`config.mk`:
```
export PLATFORM = sky130hd
export DESIGN_NAME = pipe_addsub_flat
export DESIGN_NICKNAME = d
export VERILOG_FILES = /design/src/rtl/pipe_addsub_if.sv /design/src/rtl/pipe_addsub.sv /design/src/flat_wrapper.sv
export SDC_FILE = /design/constraint.sdc
export NUM_CORES = 1
export LEC_CHECK = 0
export BUFFER_PORTS_ARGS = -buffer_cell sky130_fd_sc_hd__buf_4
export CAP_MARGIN = 10
export CORE_MARGIN = 1.5
export CORE_UTILIZATION = 50
export DETAILED_ROUTE_END_ITERATION = 10
export GPL_TIMING_DRIVEN = 0
export PLACE_DENSITY_LB_ADDON = 0.1
export SLEW_MARGIN = 20
export SYNTH_ARGS = -nofsm -noshare
export SYNTH_HDL_FRONTEND = slang
export SYNTH_SLANG_ARGS = --single-unit
```
`constraint.sdc`:
```
create_clock -name clk -period 2.2 [get_ports clk]
set_clock_uncertainty 0.15 [all_clocks]
set_input_delay 0.33 -clock clk [delete_from_list [all_inputs] [get_ports clk]]
set_output_delay 0.33 -clock clk [all_outputs]
set_load 0.05 [all_outputs]
```
`src/rtl/pipe_addsub_if.sv`:
```
`default_nettype none
// ============================================================================
// pipe_addsub_if : operand/result valid-ready bundle for pipe_addsub.
// Rev 1.0
// ============================================================================
interface pipe_addsub_if #(
   parameter int N_BITS = 16
);
   logic              in_valid;
   logic              in_ready;
   logic [N_BITS-1:0] a;
   logic [N_BITS-1:0] b;
   logic              cin;
   logic              op_sub;
   logic              out_valid;
   logic              out_ready;
   logic [N_BITS-1:0] sum;
   logic              cout;
   logic              ovf;

   modport master (
      output in_valid, a, b, cin, op_sub, out_ready,
      input  in_ready, out_valid, sum, cout, ovf
   );

   modport slave (
      input  in_valid, a, b, cin, op_sub, out_ready,
      output in_ready, out_valid, sum, cout, ovf
   );
endinterface
`default_nettype wire

```
`src/rtl/pipe_addsub.sv`:
```
`default_nettype none
// ============================================================================
// pipe_addsub : add/subtract with the carry chain cut into N_STAGES registered
// segments. Define PIPE_ADDSUB_SAT_EN to saturate sum on signed overflow.
// Rev 1.0
// ============================================================================
module pipe_addsub #(
   parameter int N_BITS   = 16,
   parameter int N_STAGES = 4
) (
   input  wire logic    clk,
   input  wire logic    rst_n,
   pipe_addsub_if.slave bus
);
   localparam int c_SEG_W = N_BITS / N_STAGES;
   localparam int c_LAST  = N_STAGES - 1;

   if ((N_STAGES < 1) || (N_STAGES > N_BITS) || ((N_BITS % N_STAGES) != 0)) begin : g_bad_cfg
      $error("pipe_addsub: N_BITS must be a multiple of N_STAGES, 1 <= N_STAGES <= N_BITS");
   end

   logic [N_STAGES-1:0] r_vld;
   logic [N_BITS-1:0]   r_a [N_STAGES];
   logic [N_BITS-1:0]   r_b [N_STAGES];
   logic [N_BITS-1:0]   r_s [N_STAGES];
   logic [N_STAGES-1:0] r_c;
   logic                r_ovf;

   logic [N_BITS-1:0]   w_ai   [N_STAGES];
   logic [N_BITS-1:0]   w_bi   [N_STAGES];
   logic [N_BITS-1:0]   w_si   [N_STAGES];
   logic [N_BITS-1:0]   w_s_nx [N_STAGES];
   logic [c_SEG_W:0]    w_t    [N_STAGES];
   logic [N_STAGES-1:0] w_ci;
   logic [N_STAGES-1:0] w_c_nx;
   logic [N_STAGES-1:0] w_vld_nx;
   logic                w_ovf_nx;
   logic                w_adv;

   // The whole pipe moves as one; a full output stage blocks everything behind it.
   assign w_adv         = !r_vld[c_LAST] || bus.out_ready;
   assign bus.in_ready  = w_adv;
   assign bus.out_valid = r_vld[c_LAST];
   assign bus.sum       = r_s[c_LAST];
   assign bus.cout      = r_c[c_LAST];
   assign bus.ovf       = r_ovf;

   always_comb begin
      w_ai[0]     = bus.a;
      w_bi[0]     = bus.op_sub ? ~bus.b : bus.b;
      w_ci[0]     = bus.cin ^ bus.op_sub;
      w_si[0]     = '0;
      w_vld_nx[0] = bus.in_valid;
      for (int k = 1; k < N_STAGES; k++) begin
         w_ai[k]     = r_a[k-1];
         w_bi[k]     = r_b[k-1];
         w_ci[k]     = r_c[k-1];
         w_si[k]     = r_s[k-1];
         w_vld_nx[k] = r_vld[k-1];
      end
      for (int k = 0; k < N_STAGES; k++) begin
         w_t[k] = {1'b0, w_ai[k][k*c_SEG_W +: c_SEG_W]}
                + {1'b0, w_bi[k][k*c_SEG_W +: c_SEG_W]}
                + {{c_SEG_W{1'b0}}, w_ci[k]};
         w_s_nx[k]                       = w_si[k];
         w_s_nx[k][k*c_SEG_W +: c_SEG_W] = w_t[k][c_SEG_W-1:0];
         w_c_nx[k]                       = w_t[k][c_SEG_W];
      end
      w_ovf_nx = (w_ai[c_LAST][N_BITS-1] == w_bi[c_LAST][N_BITS-1])
              && (w_s_nx[c_LAST][N_BITS-1] != w_ai[c_LAST][N_BITS-1]);
`ifdef PIPE_ADDSUB_SAT_EN
      if (w_ovf_nx) begin
         w_s_nx[c_LAST] = w_ai[c_LAST][N_BITS-1] ? {1'b1, {(N_BITS-1){1'b0}}}
                                                 : {1'b0, {(N_BITS-1){1'b1}}};
      end
`endif
   end

   // Data registers load only with a valid beat so idle outputs stay quiet.
   always_ff @(posedge clk or negedge rst_n) begin
      if (!rst_n) begin
         r_vld <= '0;
         r_c   <= '0;
         r_ovf <= 1'b0;
         for (int k = 0; k < N_STAGES; k++) begin
            r_a[k] <= '0;
            r_b[k] <= '0;
            r_s[k] <= '0;
         end
      end else if (w_adv) begin
         r_vld <= w_vld_nx;
         for (int k = 0; k < N_STAGES; k++) begin
            if (w_vld_nx[k]) begin
               r_a[k] <= w_ai[k];
               r_b[k] <= w_bi[k];
               r_s[k] <= w_s_nx[k];
               r_c[k] <= w_c_nx[k];
            end
         end
         if (w_vld_nx[c_LAST]) begin
            r_ovf <= w_ovf_nx;
         end
      end
   end
endmodule
`default_nettype wire

```
`src/flat_wrapper.sv`:
```
// flat-port wrapper written by rule: the top's interface ports become plain ports
module pipe_addsub_flat 
#(
   parameter int N_BITS   = 16,
   parameter int N_STAGES = 4
)
  (clk, rst_n, bus_in_valid, bus_a, bus_b, bus_cin, bus_op_sub, bus_out_ready, bus_in_ready, bus_out_valid, bus_sum, bus_cout, bus_ovf);
  pipe_addsub_if #(.N_BITS(N_BITS)) bus_i ();
  input  wire logic clk;
  input  wire logic rst_n;
  input wire logic [$bits(bus_i.in_valid)-1:0] bus_in_valid;
  input wire logic [$bits(bus_i.a)-1:0] bus_a;
  input wire logic [$bits(bus_i.b)-1:0] bus_b;
  input wire logic [$bits(bus_i.cin)-1:0] bus_cin;
  input wire logic [$bits(bus_i.op_sub)-1:0] bus_op_sub;
  input wire logic [$bits(bus_i.out_ready)-1:0] bus_out_ready;
  output wire logic [$bits(bus_i.in_ready)-1:0] bus_in_ready;
  output wire logic [$bits(bus_i.out_valid)-1:0] bus_out_valid;
  output wire logic [$bits(bus_i.sum)-1:0] bus_sum;
  output wire logic [$bits(bus_i.cout)-1:0] bus_cout;
  output wire logic [$bits(bus_i.ovf)-1:0] bus_ovf;
  assign bus_i.in_valid = bus_in_valid;
  assign bus_i.a = bus_a;
  assign bus_i.b = bus_b;
  assign bus_i.cin = bus_cin;
  assign bus_i.op_sub = bus_op_sub;
  assign bus_i.out_ready = bus_out_ready;
  assign bus_in_ready = bus_i.in_ready;
  assign bus_out_valid = bus_i.out_valid;
  assign bus_sum = bus_i.sum;
  assign bus_cout = bus_i.cout;
  assign bus_ovf = bus_i.ovf;
  pipe_addsub #(.N_BITS(N_BITS), .N_STAGES(N_STAGES)) u_core (.clk(clk), .rst_n(rst_n), .bus(bus_i));
endmodule
```
==> out/metrics.cfg <==
[cells_and_area]
final_core_utilization = 0.611
final_cell_mix = dfrtp_1, buf_4, o21ai_0
drive_gt1_frac = 0.409
fin_area_um2 = 5380
syn2layout_area_growth_pct = 16.8
fin_nets = 469
final_common_cell = dfrtp_1
diodes = 0

[global_routing]
grt_pass1_wl_mm = 14.3
gr-total-overflow = 0
antenna_found_initial = 0
grtUsageTotal = 0.191
grt_max_degree = 98
grt_pass1_vias = 2819

[place]
io_buffers = 56
place_congestion = 0.793
place.detailed.hpwl_mm = 5.90
place_area_um2 = 5160
dp_slack_ns = -0.106

[flow_run]
maxCapViolCount = 0

[synthesis]
synth_area_leaders = dfrtp_1, mux2_2, mux2_4
synthXorXnorAreaFrac = 0.0400
yosys.area.top_type = dfrtp_1
synth_nets = 401
synth-seq-cells = 97
synthSimpleGateAreaFrac = 0.0329
synth_compound_area_frac = 0.0919
netlist.area_leader.share = 0.527
synth_seq_area_share = 0.527
synth_ff_type = dfrtp_1
avgSynthCellArea_um2 = 13.4
synthArstFlopShare = 1.00
synth_edf_count = 0
synth_area_um2 = 4600
synth_top_family_by_area = multiplexers
syn_inst = 343
synth_fa_ha_area_frac = 0.0674
ys_types = 33
muxShareOfSynthArea = 0.175
ys_warn_count = 0

[clock_network]
clock_sinks = 97
h-tree-depth = 3
ctsRootBufferMaster = clkbuf_8
cts_buffers = 9
cts_max_path_buffers = 2
cts_tree = done
insertion_delay_ns = 0.36
ctsHoldBuffers = 1
cts.clk_slew.worst_paths_ns = 0.10
cts_resized = 0
cts_setup_buffers = 0

[routing]
via_per_inst = 5.22
dr.pass1.iters = 7
dr_total_vias = 2734
wirelength_mm = 8.32
wire_per_inst_um = 15.9
drc = 3
drtIter0Drc = 77
postRouteAntennaNets = 0

[critical_path]
crit_arrival_ns = 2.15
cp-start-kind = register
crit_path_end_kind = register
cp_max_fo = 3
path_class = register to register
worst_ep_required_time_ns = 2.29

[timing]
hold_violations = 0
finalSetupViolCount = 0
period_share = 0.933
worst_pin_slew_ns = 0.850
min_period_ns = 2.05
relSlewSlack = 0.433
rsz0062_at_grt = false
report.final.slew_viol_count = 0
worst_slack_ns = 0.148
timing.fmax_mhz = 487

[die]
die_w_um = 99.0
die_h_um = 99.0
design.core.area_um2 = 8810
dieArea_um2 = 9790
start_util = 0.523
rows = 34
io-pin-count = 58

[pwr]
ir_drop_mv = 0.492
p_per_area_nw_per_um2 = 1490
p_leak_uw = 0.00253

[run_status]
status = finished with violations
violations = DRC

[min_path]
hold_class = input port to register

-- Yosys cell counts, types with 3 or more instances --
cell      count
dfrtp_1      97
o21ai_0      50
mux2_2       41
mux2_4       23
buf_4        18
inv_1        13
ha_1         12
xnor2_1      12
a21oi_1       9
xor2_1        9
fa_1          8
nand3_1       6
a21boi_0      5
buf_6         5
o31ai_1       4
and3b_1       3
clkbuf_1      3
nor2b_1       3
nor3_1        3
-- metal layers --
layer  part of all wire  GRT usage  up-vias
li1                   -          -     1319
met1               0.49      0.262     1349
met2               0.47      0.306       56
met3              0.030     0.0284       10
met4              0.018     0.0824        0
met5                  0          0        -
-- flip-flops by register name (all words and copies together) (netlist names) --
register	cells
u_core.r_s	24
u_core.r_vld	4
u_core.bus.ovf	1
u_core.r_a	24
u_core.r_b	24
u_core.bus.sum	16
u_core.r_c	4
-- power by group --
| part | total (uW) | switching, uW | internal [uW] |
|---|---|---|---|
| logic | 3770 | 1880 | 1890 |
| registers | 3060 | 478 | 2580 |
| clock network | 1180 | 623 | 558 |
-- final timing paths --
path	cells past startpoint	to	from	slack (ns)
max	5	u_core.r_c[3]$_DFFE_PN0P_	u_core.r_c[2]$_DFFE_PN0P_	0.15
min	2	u_core.r_a[61]$_DFFE_PN0P_	bus_a[13]	0.05
max reg2reg	5	u_core.r_c[3]$_DFFE_PN0P_	u_core.r_c[2]$_DFFE_PN0P_	0.15
min reg2reg	1	u_core.bus.sum[10]$_DFFE_PN0P_	u_core.r_s[26]$_DFFE_PN0P_	0.36
max in group asynchronous	2	u_core.r_b[42]$_DFFE_PN0P_	rst_n	0.86
min in group asynchronous	2	u_core.bus.sum[0]$_DFFE_PN0P_	rst_n	0.46
-- critical path, stage by stage (launching register included) --
cell and delay (ns):
dfrtp_1 0.42, fa_1 0.49, fa_1 0.45, a21o_1 0.19, a21oi_1 0.15, o21ai_0 0.09
-- stage by stage --
stage                     TNS, ns  cells  total power, uW  hold slack, ns
after detailed placement   -0.189    507             6900           0.335
after global routing            0    524             8580          0.0328
final                           0    524             8010          0.0458
after CTS                       0    524             8100          0.0268
after global placement     -0.165    507             6770           0.332
after floorplan                 0    343             5940          -0.116
-- cells by family after synthesis --
logic type / after synthesis
and+or+nand+nor: 22
muxes: 64
adders and majority gates: 20
DFF: 97
xor gates and xnor gates: 21
AOI/OAI and AO/OA: 75
buffers and inverters: 44
-- area by class of cell --
type | count | area [um2]
clock buffer | 10 | 138
tap | 108 | 135
sequential | 97 | 2430
timing repair buffer | 57 | 434
multi-input combinational | 202 | 1880
buffer | 30 | 243
inverter | 14 | 57.6
clock inverter | 6 | 67.6
fill | 732 | 3430
(Power assumes the default switching activity.)
